<file path="config.mk">
export PLATFORM = sky130hd
export DESIGN_NAME = mag_comp_serial
export DESIGN_NICKNAME = d
export VERILOG_FILES = /design/src/rtl/mag_comp_serial.sv
export SDC_FILE = /design/constraint.sdc
export NUM_CORES = 1
export LEC_CHECK = 0
export BUFFER_PORTS_ARGS = -buffer_cell sky130_fd_sc_hd__buf_4
export CORE_ASPECT_RATIO = 1.4
export CORE_MARGIN = 5
export CORE_UTILIZATION = 48
export DETAILED_ROUTE_END_ITERATION = 8
export GPL_TIMING_DRIVEN = 0
export HOLD_SLACK_MARGIN = 0.15
export PLACE_DENSITY = 0.71
export SYNTH_ARGS = -nofsm -noshare
export SYNTH_HDL_FRONTEND = slang
export SYNTH_SLANG_ARGS = --single-unit
</file>
<file path="constraint.sdc">
create_clock -name clk -period 2.7 [get_ports clk]
set_input_delay 0.405 -clock clk [delete_from_list [all_inputs] [get_ports clk]]
set_output_delay 0.405 -clock clk [all_outputs]
set_load 0.1 [all_outputs]
</file>
<file path="src/rtl/mag_comp_serial.sv">
// Bit-serial unsigned magnitude comparator: scans captured operands MSB first, one bit per clock.
// Define MAG_COMP_SERIAL_EARLY_EXIT_EN to end the scan at the first differing bit.
module mag_comp_serial #(
    parameter int WIDTH = 8
) (
    input  logic             clk,
    input  logic             rst_n,
    input  logic             start,
    input  logic [WIDTH-1:0] a,
    input  logic [WIDTH-1:0] b,
    output logic             busy,
    output logic             done,
    output logic             bothEqual,
    output logic             A_greater,
    output logic             B_greater
);
    localparam int IW = $clog2(WIDTH);

    typedef enum logic [1:0] {IDLE, COMPARE, DONE} state_t;

    state_t         state, stateNext;
    logic [WIDTH-1:0] aReg, bReg;
    logic [IW-1:0]  idx;
    logic           decA, decB;
    logic           aBit, bBit, lastBit, scanEnd;
    logic           nextA, nextB;

    // Once either decision flag is set, later bits are ignored.
    always_comb begin
        aBit    = aReg[idx];
        bBit    = bReg[idx];
        lastBit = (idx == '0);
        nextA   = decA | (~decA & ~decB & aBit & ~bBit);
        nextB   = decB | (~decA & ~decB & ~aBit & bBit);
`ifdef MAG_COMP_SERIAL_EARLY_EXIT_EN
        scanEnd = lastBit | (aBit ^ bBit);
`else
        scanEnd = lastBit;
`endif
    end

    always_comb begin
        stateNext = state;
        case (state)
            IDLE:    if (start) stateNext = COMPARE;
            COMPARE: if (scanEnd) stateNext = DONE;
            DONE:    stateNext = IDLE;
            default: stateNext = IDLE;
        endcase
    end

    assign busy = (state == COMPARE);
    assign done = (state == DONE);

    always_ff @(posedge clk or negedge rst_n) begin
        if (!rst_n) begin
            state     <= IDLE;
            aReg      <= '0;
            bReg      <= '0;
            idx       <= '0;
            decA      <= 1'b0;
            decB      <= 1'b0;
            bothEqual <= 1'b0;
            A_greater <= 1'b0;
            B_greater <= 1'b0;
        end else begin
            state <= stateNext;
            case (state)
                IDLE: begin
                    if (start) begin
                        aReg      <= a;
                        bReg      <= b;
                        idx       <= IW'(WIDTH - 1);
                        decA      <= 1'b0;
                        decB      <= 1'b0;
                        bothEqual <= 1'b0;
                        A_greater <= 1'b0;
                        B_greater <= 1'b0;
                    end
                end
                COMPARE: begin
                    decA <= nextA;
                    decB <= nextB;
                    // Index stops at zero; the scan always ends there.
                    if (!lastBit) idx <= idx - 1'b1;
                    if (scanEnd) begin
                        A_greater <= nextA;
                        B_greater <= nextB;
                        bothEqual <= ~nextA & ~nextB;
                    end
                end
                default: ;
            endcase
        end
    end
endmodule
</file>
---- Word-level counts from Yosys, hierarchy flattened ----
Cells that the tools add are included.
Widths: inputs -> output; s select.
storage, ports and cells
  word-level logic and storage cells ...... 57
  register bits after elaboration ......... 26
operators by class
  add/subtract/negate cells ............... 1
  reductions and logical operators ........ 8
  $lt $le $gt $ge ......................... 1
  bitwise gates (word level) .............. 14
  multiplexer cells ....................... 19
  equality and inequality tests ........... 5
operators by type and width
  cell                 count
  $pmux 1 s2           5
  $and 1x1->1          6
  $bmux 1 s3           2
  $mux 1               6
  $mux 3               2
  $not 1->1            6
  $pmux 3 s2           1
  $reduce_and 2->1     3
  $reduce_and 3->1     2
  $lt 3x4->1 const B   1
  $mux 2               2
  $ne 2x2->1 const B   2
  $pmux 2 s2           1
  $logic_not 3->1      1
  $sub 3x1->3 const B  1
  $eq 2x1->1 const B   1
  $eq 2x2->1 const B   1
  $logic_not 2->1      1
  $ne 2x1->1 const B   1
  $or 1x1->1           2
  $reduce_bool 2->1    1

---- Depth between registers and ports, before layout ----
Gate-level depths: netlist of the first run.
  depth in word-level cells ............... 10
  mapped depth ............................ 7
  depth with buffers taken out ............ 6

---- Least setup slack after synthesis of the first run ----
Ideal clock, no wire load.
  path kind ............................... reg-to-output
  start point ............................. register state[0]
  end point ............................... output port done
  stages on the path, launching flop included .. 2
  data arrival time ....................... 1.727 ns
  path slack .............................. 0.568 ns
  buffers on the path ..................... 0
  cells stage by stage .................... dfrtp_1 nor2b_1
on the way
  longest elaborated chain between the ends .. 1
ends and longest elaborated chain
  item                    RTL line  text
  from (decl)             21        state_t state, stateNext;
  from (signal assigned)  67        state <= stateNext;
  $eq 2x2->1              53        assign done = (state == DONE);
  to (decl)               12        output logic done,
Every way passes these cells.

---- Final worst setup path of the first run ----
  start point ............................. register state[0]
  end point ............................... register bReg[6]
on the way
  longest elaborated chain between the ends .. 2
ends and longest elaborated chain
  item                        RTL line  text
  $logic_not 2->1             68        case (state)
  $reduce_and 2->1 (no line)  n/a
  to (signal assigned)        59        bReg <= '0;
  to (signal assigned)        72        bReg <= b;
  to (decl)                   22        logic [WIDTH-1:0] aReg, bReg;
Every way passes these cells.
A chain may end at the register's enable or synchronous reset.

==> impl_metrics.py, run 1 <==
metrics = {
    "outcome": {
        "status": "complete, no violations",
    },
    "setup_path": {
        "worst_setup_path_end_kind": "register",
        "timing.rr.end": "bReg[6]",
        "crit_top_cell": "nand2_1",
        "crit_path_cell_trace": "nor3b_1 > clkbuf_1 > nand2_1 > nand2_1",
        "startpoint_type": "register",
        "worst-setup-path-type": "register to register",
        "crit_family": "simple AND/OR/NAND/NOR gates",
        "cp_num_buf_inv": 1,
        "ff2ff_setup_slack_ns": 0.78,
        "slowest_stage": "nor3b_1",
        "crit_fanout": 10,
        "reg2reg_from": "state[0]",
        "cp.arrival_ns": 2.18,
        "cp.required_ns": 2.96,
        "max_stage_delay_ns": 0.87,
        "reg2regPathDepth": 4,
    },
    "job": {
        "max_cap_violations": 0,
    },
    "clock_network": {
        "clk_pin_slew_worst_paths_ns": 0.14,
        "cts_buffers": 3,
        "cts_resized": 0,
        "cts_max_path_buffers": 2,
        "post_cts_buffers": 0,
        "clk_latency_ns": 0.31,
        "cts.sinks": 26,
        "cts.htree.levels": 1,
        "cts_tree": "built",
        "cts_root_buffer": "clkbuf_4",
    },
    "min_path": {
        "min_path_type": "input port to register",
        "whs_endpoint": "aReg[6]",
        "min_from": "a[6]",
        "whs_path_depth": 3,
    },
    "floorplan": {
        "core-area_mm2": 0.002417,
        "rows": 21,
        "die_w_um": 52.41,
        "die_y_um": 69.38,
        "ios": 24,
        "die-area_mm2": 0.003636,
        "start_util_pct": 50.00,
    },
    "sta": {
        "whs_ns": 0.2689,
        "fin_worst_skew_ns": 0.004336,
        "fin_crit_sh_pct": 71.00,
        "rsz0062_at_grt": "no",
        "slew_headroom_pct": 28.87,
        "setup_violations": 0,
        "min_period_ns": 1.917,
        "max_freq_ghz": 0.5216,
        "worstMarginPinSlew_ns": 1.065,
        "setup_tns_ns": 0,
        "final_hold_viol_count": 0,
        "maxSlewViolCount": 0,
    },
    "route": {
        "vias_per_cell": 5.100,
        "via_count": 918,
        "drt_iter0_markers": 20,
        "final_antenna_net_count": 0,
        "dr.pass1.iters": 4,
        "wire_per_inst_um": 12.12,
        "routed_wl_um": 2181,
        "wl_met2_um": 1125,
        "wl_met3_um": 87,
        "drc": 0,
        "topRoutingLayerUsed": "met4",
        "routedLengthMet1_um": 954,
    },
    "finish": {
        "layout.nets": 169,
        "fin_area_mm2": 0.001456,
        "drive_gt1_share_pct": 21.92,
        "syn_to_final_growth_pct": 20.50,
        "instances_no_fill": 180,
        "antenna_cells": 0,
        "post-route-util_pct": 60.25,
    },
    "synthesis": {
        "synth_cells": 119,
        "synth_fp_nets": 140,
        "synth.distinct_cells": 25,
        "ys_seq_area_share_pct": 53.83,
        "syn_area_mm2": 0.001209,
        "synth_seq_cells": 26,
        "syn-mean-instance-area_um2": 10.16,
        "yosysWarningCount": 0,
    },
    "placement": {
        "post-dp-hpwl_um": 1670,
        "placed_area_mm2": 0.001424,
        "dp_cells": 176,
        "gp_congestion": 0.8188,
        "portBuffers": 23,
    },
    "global_route": {
        "antenna_found_initial": 0,
        "grt_pass1_wl_um": 3712,
        "overflow": 0,
        "grt_pass1_vias": 915,
        "grt_use_total_pct": 13.19,
        "grt_max_degree": 27,
    },
    "pwr": {
        "power_leakage_nw": 0.7684,
        "power_density_mw_per_mm2": 1145,
        "peakVddDrop_uv": 621.4,
    },
}
==> layout make-up <==
| class | instances | area (µm²) |
|---|---|---|
| fillers | 225 | 960.9 |
| flip-flops and latches | 26 | 650.6 |
| multi-input cells | 85 | 520.5 |
| repair buffers | 24 | 182.7 |
| well taps | 34 | 42.54 |
| clock buffers | 3 | 22.52 |
| plain buffers | 4 | 22.52 |
| inverters | 4 | 15.01 |
==> what timing repair did <==
item / CTS / global route
hold endpoints to repair: 26 / 0
hold buffers: 1 / 0
endpoints found under the setup margin: 0 / 0
==> routing by layer <==
layer | up-vias | global-route usage (%)
met2 | 20 | 22.65
met1 | 446 | 15.89
met5 | - | 0
met4 | 0 | 5.114
met3 | 2 | 2.151
li1 | 450 | -
==> worst max path at each step <==
stage / startpoint / endpoint / slack, ns / depth (start not counted)
3_3_place_gp: start / bReg[2] / 0.77 / 5
5_1_grt: state[0] / aReg[2] / 0.64 / 4
3_5_place_dp: start / bReg[5] / 0.69 / 5
2_1_floorplan: state[0] / done / 0.57 / 1
4_1_cts: state[0] / bReg[5] / 0.74 / 4
6_report: state[0] / bReg[6] / 0.78 / 4
==> cell usage after synthesis, drive strengths merged <==
| master | instances | area share [%] |
|---|---|---|
| mux2 | 1 | 0.93 |
| nand3b | 1 | 0.62 |
| dfrtp | 26 | 54 |
| o41ai | 1 | 1.3 |
| nor2b | 2 | 1.0 |
| nor3b | 1 | 0.62 |
| o21ai | 2 | 0.83 |
| a211o | 1 | 0.72 |
| nor2 | 4 | 1.2 |
| nand2b | 1 | 0.52 |
| or3b | 1 | 0.72 |
| a22oi | 1 | 0.62 |
| xnor2 | 1 | 0.72 |
| nand3 | 1 | 0.41 |
| mux4 | 4 | 8.7 |
| buf | 1 | 0.93 |
| nand2 | 54 | 17 |
| a31oi | 1 | 0.52 |
| o31a | 1 | 0.83 |
| a22o | 1 | 0.72 |
| nor3 | 3 | 1.2 |
| clkbuf | 3 | 0.93 |
| mux2i | 1 | 1.9 |
| ha | 2 | 2.1 |
| inv | 4 | 1.2 |
==> stage by stage <==
step	setup WS, ns	total power [mW]
CTS	0.7426	1.685
detailed placement	0.6913	1.525
global route	0.6367	1.790
global placement	0.7730	1.500
finish	0.7829	1.668
floorplan	0.5678	1.339
==> logic make-up after synthesis <==
kind of cell	after synthesis	synth area share, %
XOR/XNOR	1	0.7248
multiplexers	6	11.49
adder cells (fa/ha/maj)	2	2.070
flip-flops	26	53.83
AND/OR/NAND/NOR	68	23.19
buffers and inverters	8	3.105
AO/OA/AOI/OAI	8	5.591
==> tightest hold or removal path, stage by stage <==
cell     delay (ns)
buf_4          0.07
nand2_1        0.04
nand2_1        0.04
==> power by group <==
| group | internal [mW] | leakage (nW) | switching, mW | total (mW) |
|---|---|---|---|---|
| registers | 0.563 | 0.320 | 0.112 | 0.675 |
| clock network | 0.0521 | 0.0138 | 0.109 | 0.161 |
| logic | 0.340 | 0.434 | 0.492 | 0.832 |
==> flip-flops by register name, summed over array words and instances (netlist names) <==
| signal | flops |
|---|---|
| aReg | 8 |
| A_greater | 1 |
| bReg | 8 |
| bothEqual | 1 |
| B_greater | 1 |
| decB | 1 |
| decA | 1 |
| state | 2 |
| idx | 3 |
==> cell usage in the layout, fill, tap and decap left out, types with 2 or more instances in the layout <==
master     n
inv_1      4
nand2_1   54
o21ai_0    2
mux4_1     4
nor2_1     4
clkbuf_4   3
ha_1       2
dfrtp_1   26
clkbuf_1   3
nor3_1     3
nor2b_1    2
buf_4     23
No activity file was read; power rests on OpenSTA's default activity.
==> run 2, diff against run 1 <==
Settings changed: PLACE_DENSITY 0.71 to 0.74.
Clock period 2.7 ns to 1.65 ns, I/O delays scaled along.
==> impl_metrics.py, run 2 (synthesis results as in run 1) <==
metrics = {
    "placement": {
        "gp_congestion": 0.8428,
        "dp_cells": 176,
        "portBuffers": 23,
        "post-dp-hpwl_um": 1734,
    },
    "setup_path": {
        "slowest_stage": "mux4_2",
        "ff2ff_setup_slack_ns": -0.11,
        "reg2regPathDepth": 5,
        "reg2reg_from": "idx[0]",
        "cp-endpoint": "bothEqual",
        "cp-startpoint": "idx[0]",
        "cp.arrival_ns": 1.98,
        "max_stage_delay_ns": 0.51,
        "startpoint_type": "register",
        "crit_fanout": 6,
        "worst_setup_path_end_kind": "register",
        "worst-setup-path-type": "register to register",
        "timing.rr.end": "bothEqual",
        "cp.required_ns": 1.87,
        "crit_path_cell_trace": "buf_6 > mux4_2 > mux2_4 > xnor2_1 > o41ai_2",
    },
    "global_route": {
        "overflow": 0,
        "grt_pass1_vias": 1057,
        "grt_max_degree": 27,
        "grt_pass1_wl_um": 4381,
        "grt_use_total_pct": 15.66,
        "antenna_found_initial": 0,
    },
    "floorplan": {
        "ios": 24,
        "core-area_mm2": 0.002417,
        "rows": 21,
        "start_util_pct": 50.00,
        "die_y_um": 69.38,
        "die_w_um": 52.41,
        "die-area_mm2": 0.003636,
    },
    "clock_network": {
        "clk_pin_slew_worst_paths_ns": 0.14,
        "cts_max_path_buffers": 2,
        "cts_buffers": 3,
        "cts.htree.levels": 1,
        "clk_latency_ns": 0.32,
        "cts_root_buffer": "clkbuf_4",
        "post_cts_buffers": 0,
        "cts_tree": "built",
        "cts.sinks": 26,
    },
    "pwr": {
        "peakVddDrop_uv": 1138,
        "power_leakage_nw": 0.8326,
        "power_density_mw_per_mm2": 1810,
    },
    "sta": {
        "max_freq_ghz": 0.5697,
        "min_period_ns": 1.755,
        "rsz0062_at_grt": "yes",
        "fin_worst_skew_ns": 0.005470,
        "maxSlewViolCount": 0,
        "final_hold_viol_count": 0,
        "setup_violations": 4,
        "worstMarginPinSlew_ns": 0.4905,
        "fin_crit_sh_pct": 106.4,
        "slew_headroom_pct": 67.30,
        "setup_tns_ns": -0.1883,
        "setup_ws_ns": -0.1054,
    },
    "finish": {
        "most-common-layout-cells": "nand2_1 (53), dfrtp_1 (25), buf_4 (22)",
        "layout.nets": 185,
        "largestRegisters": "aReg (8), bReg (8), idx (3)",
        "instances_no_fill": 197,
        "antenna_cells": 0,
        "drive_gt1_share_pct": 26.99,
        "syn_to_final_growth_pct": 37.89,
        "final_common_cell": "nand2_1",
        "fillCellCount": 197,
    },
    "min_path": {
        "min_path_type": "input port to async pin",
    },
    "route": {
        "drc": 0,
        "vias_per_cell": 5.000,
        "routed_wl_um": 2508,
        "via_count": 985,
        "wire_per_inst_um": 12.73,
        "final_antenna_net_count": 0,
        "drt_iter0_markers": 28,
        "dr.pass1.iters": 4,
    },
    "outcome": {
        "status": "complete, but fails checks",
        "violations": "setup timing",
    },
    "job": {
        "max_cap_violations": 0,
    },
}
## run 2: cell count changes in the layout (fill, tap and decap cells not counted), sizes merged
cell and change:
dlygate4sd3 +16, inv -1, clkbuf +1, clkinvlp +1
## run 2: worst min path at each step
stage	cells after the start	to	slack [ns]
after floorplan	0	A_greater	-0.05
after global placement	1	state[1]	0.17
after detailed placement	1	state[1]	0.17
after CTS	2	state[1]	0.35
after global routing	4	bReg[1]	0.35
final	2	state[1]	0.35
## run 2: layout make-up
| class | instances | area, µm² | area share (%) |
|---|---|---|---|
| Sequential cell | 26 | 651.9 | 39.11 |
| Multi-Input combinational cell | 85 | 539.3 | 32.36 |
| Timing Repair Buffer | 40 | 355.3 | 21.32 |
| Tap cell | 34 | 42.54 | 2.553 |
| Clock buffer | 4 | 36.28 | 2.177 |
| Buffer | 4 | 22.52 | 1.351 |
| Inverter | 4 | 18.77 | 1.126 |
## run 2: report_power, final
group | leakage (nW) | switching (mW) | internal [mW]
clock network | 0.0210 | 0.185 | 0.135
logic | 0.492 | 0.882 | 0.670
registers | 0.319 | 0.221 | 0.923
total | 0.833 | 1.29 | 1.73
## run 2: timing repair
action	CTS	global route
hold endpoints to repair	42	0
resized for setup	9	8
pin swaps	2	1
hold buffers	17	0
endpoints found under the setup margin	16	18
## run 2: critical path: cells and delay by family, from the launching register on
kind	cells	cell delay (ns)
buffers and inverters	1	0.13
flip-flops	1	0.37
XOR/XNOR	1	0.14
multiplexers	2	0.82
AO/OA/AOI/OAI	1	0.20
## run 2: through the flow
stage / power [mW] / area (µm²) / util [%] / worst slack [ns] / hold WS [ns]
4_1_cts: 2.991 / 1645 / 68.06 / -0.1010 / 0.3497
5_1_grt: 3.234 / 1667 / 68.94 / -0.1902 / 0.3498
6_report: 3.016 / 1667 / 68.94 / -0.1054 / 0.3472
3_3_place_gp: 2.461 / 1430 / 59.16 / -0.1871 / 0.1678
3_5_place_dp: 2.524 / 1430 / 59.16 / -0.2325 / 0.1724
2_1_floorplan: 2.204 / 1215 / - / -0.03554 / -0.04809
## run 2: metal layers
| metal | GRT usage [%] | vias to the layer above | share of wire [%] |
|---|---|---|---|
| li1 | - | 474 | - |
| met1 | 18.73 | 482 | 40 |
| met2 | 26.10 | 21 | 53 |
| met3 | 2.366 | 8 | 3.9 |
| met4 | 8.239 | 0 | 3.5 |
| met5 | 0 | - | 0 |
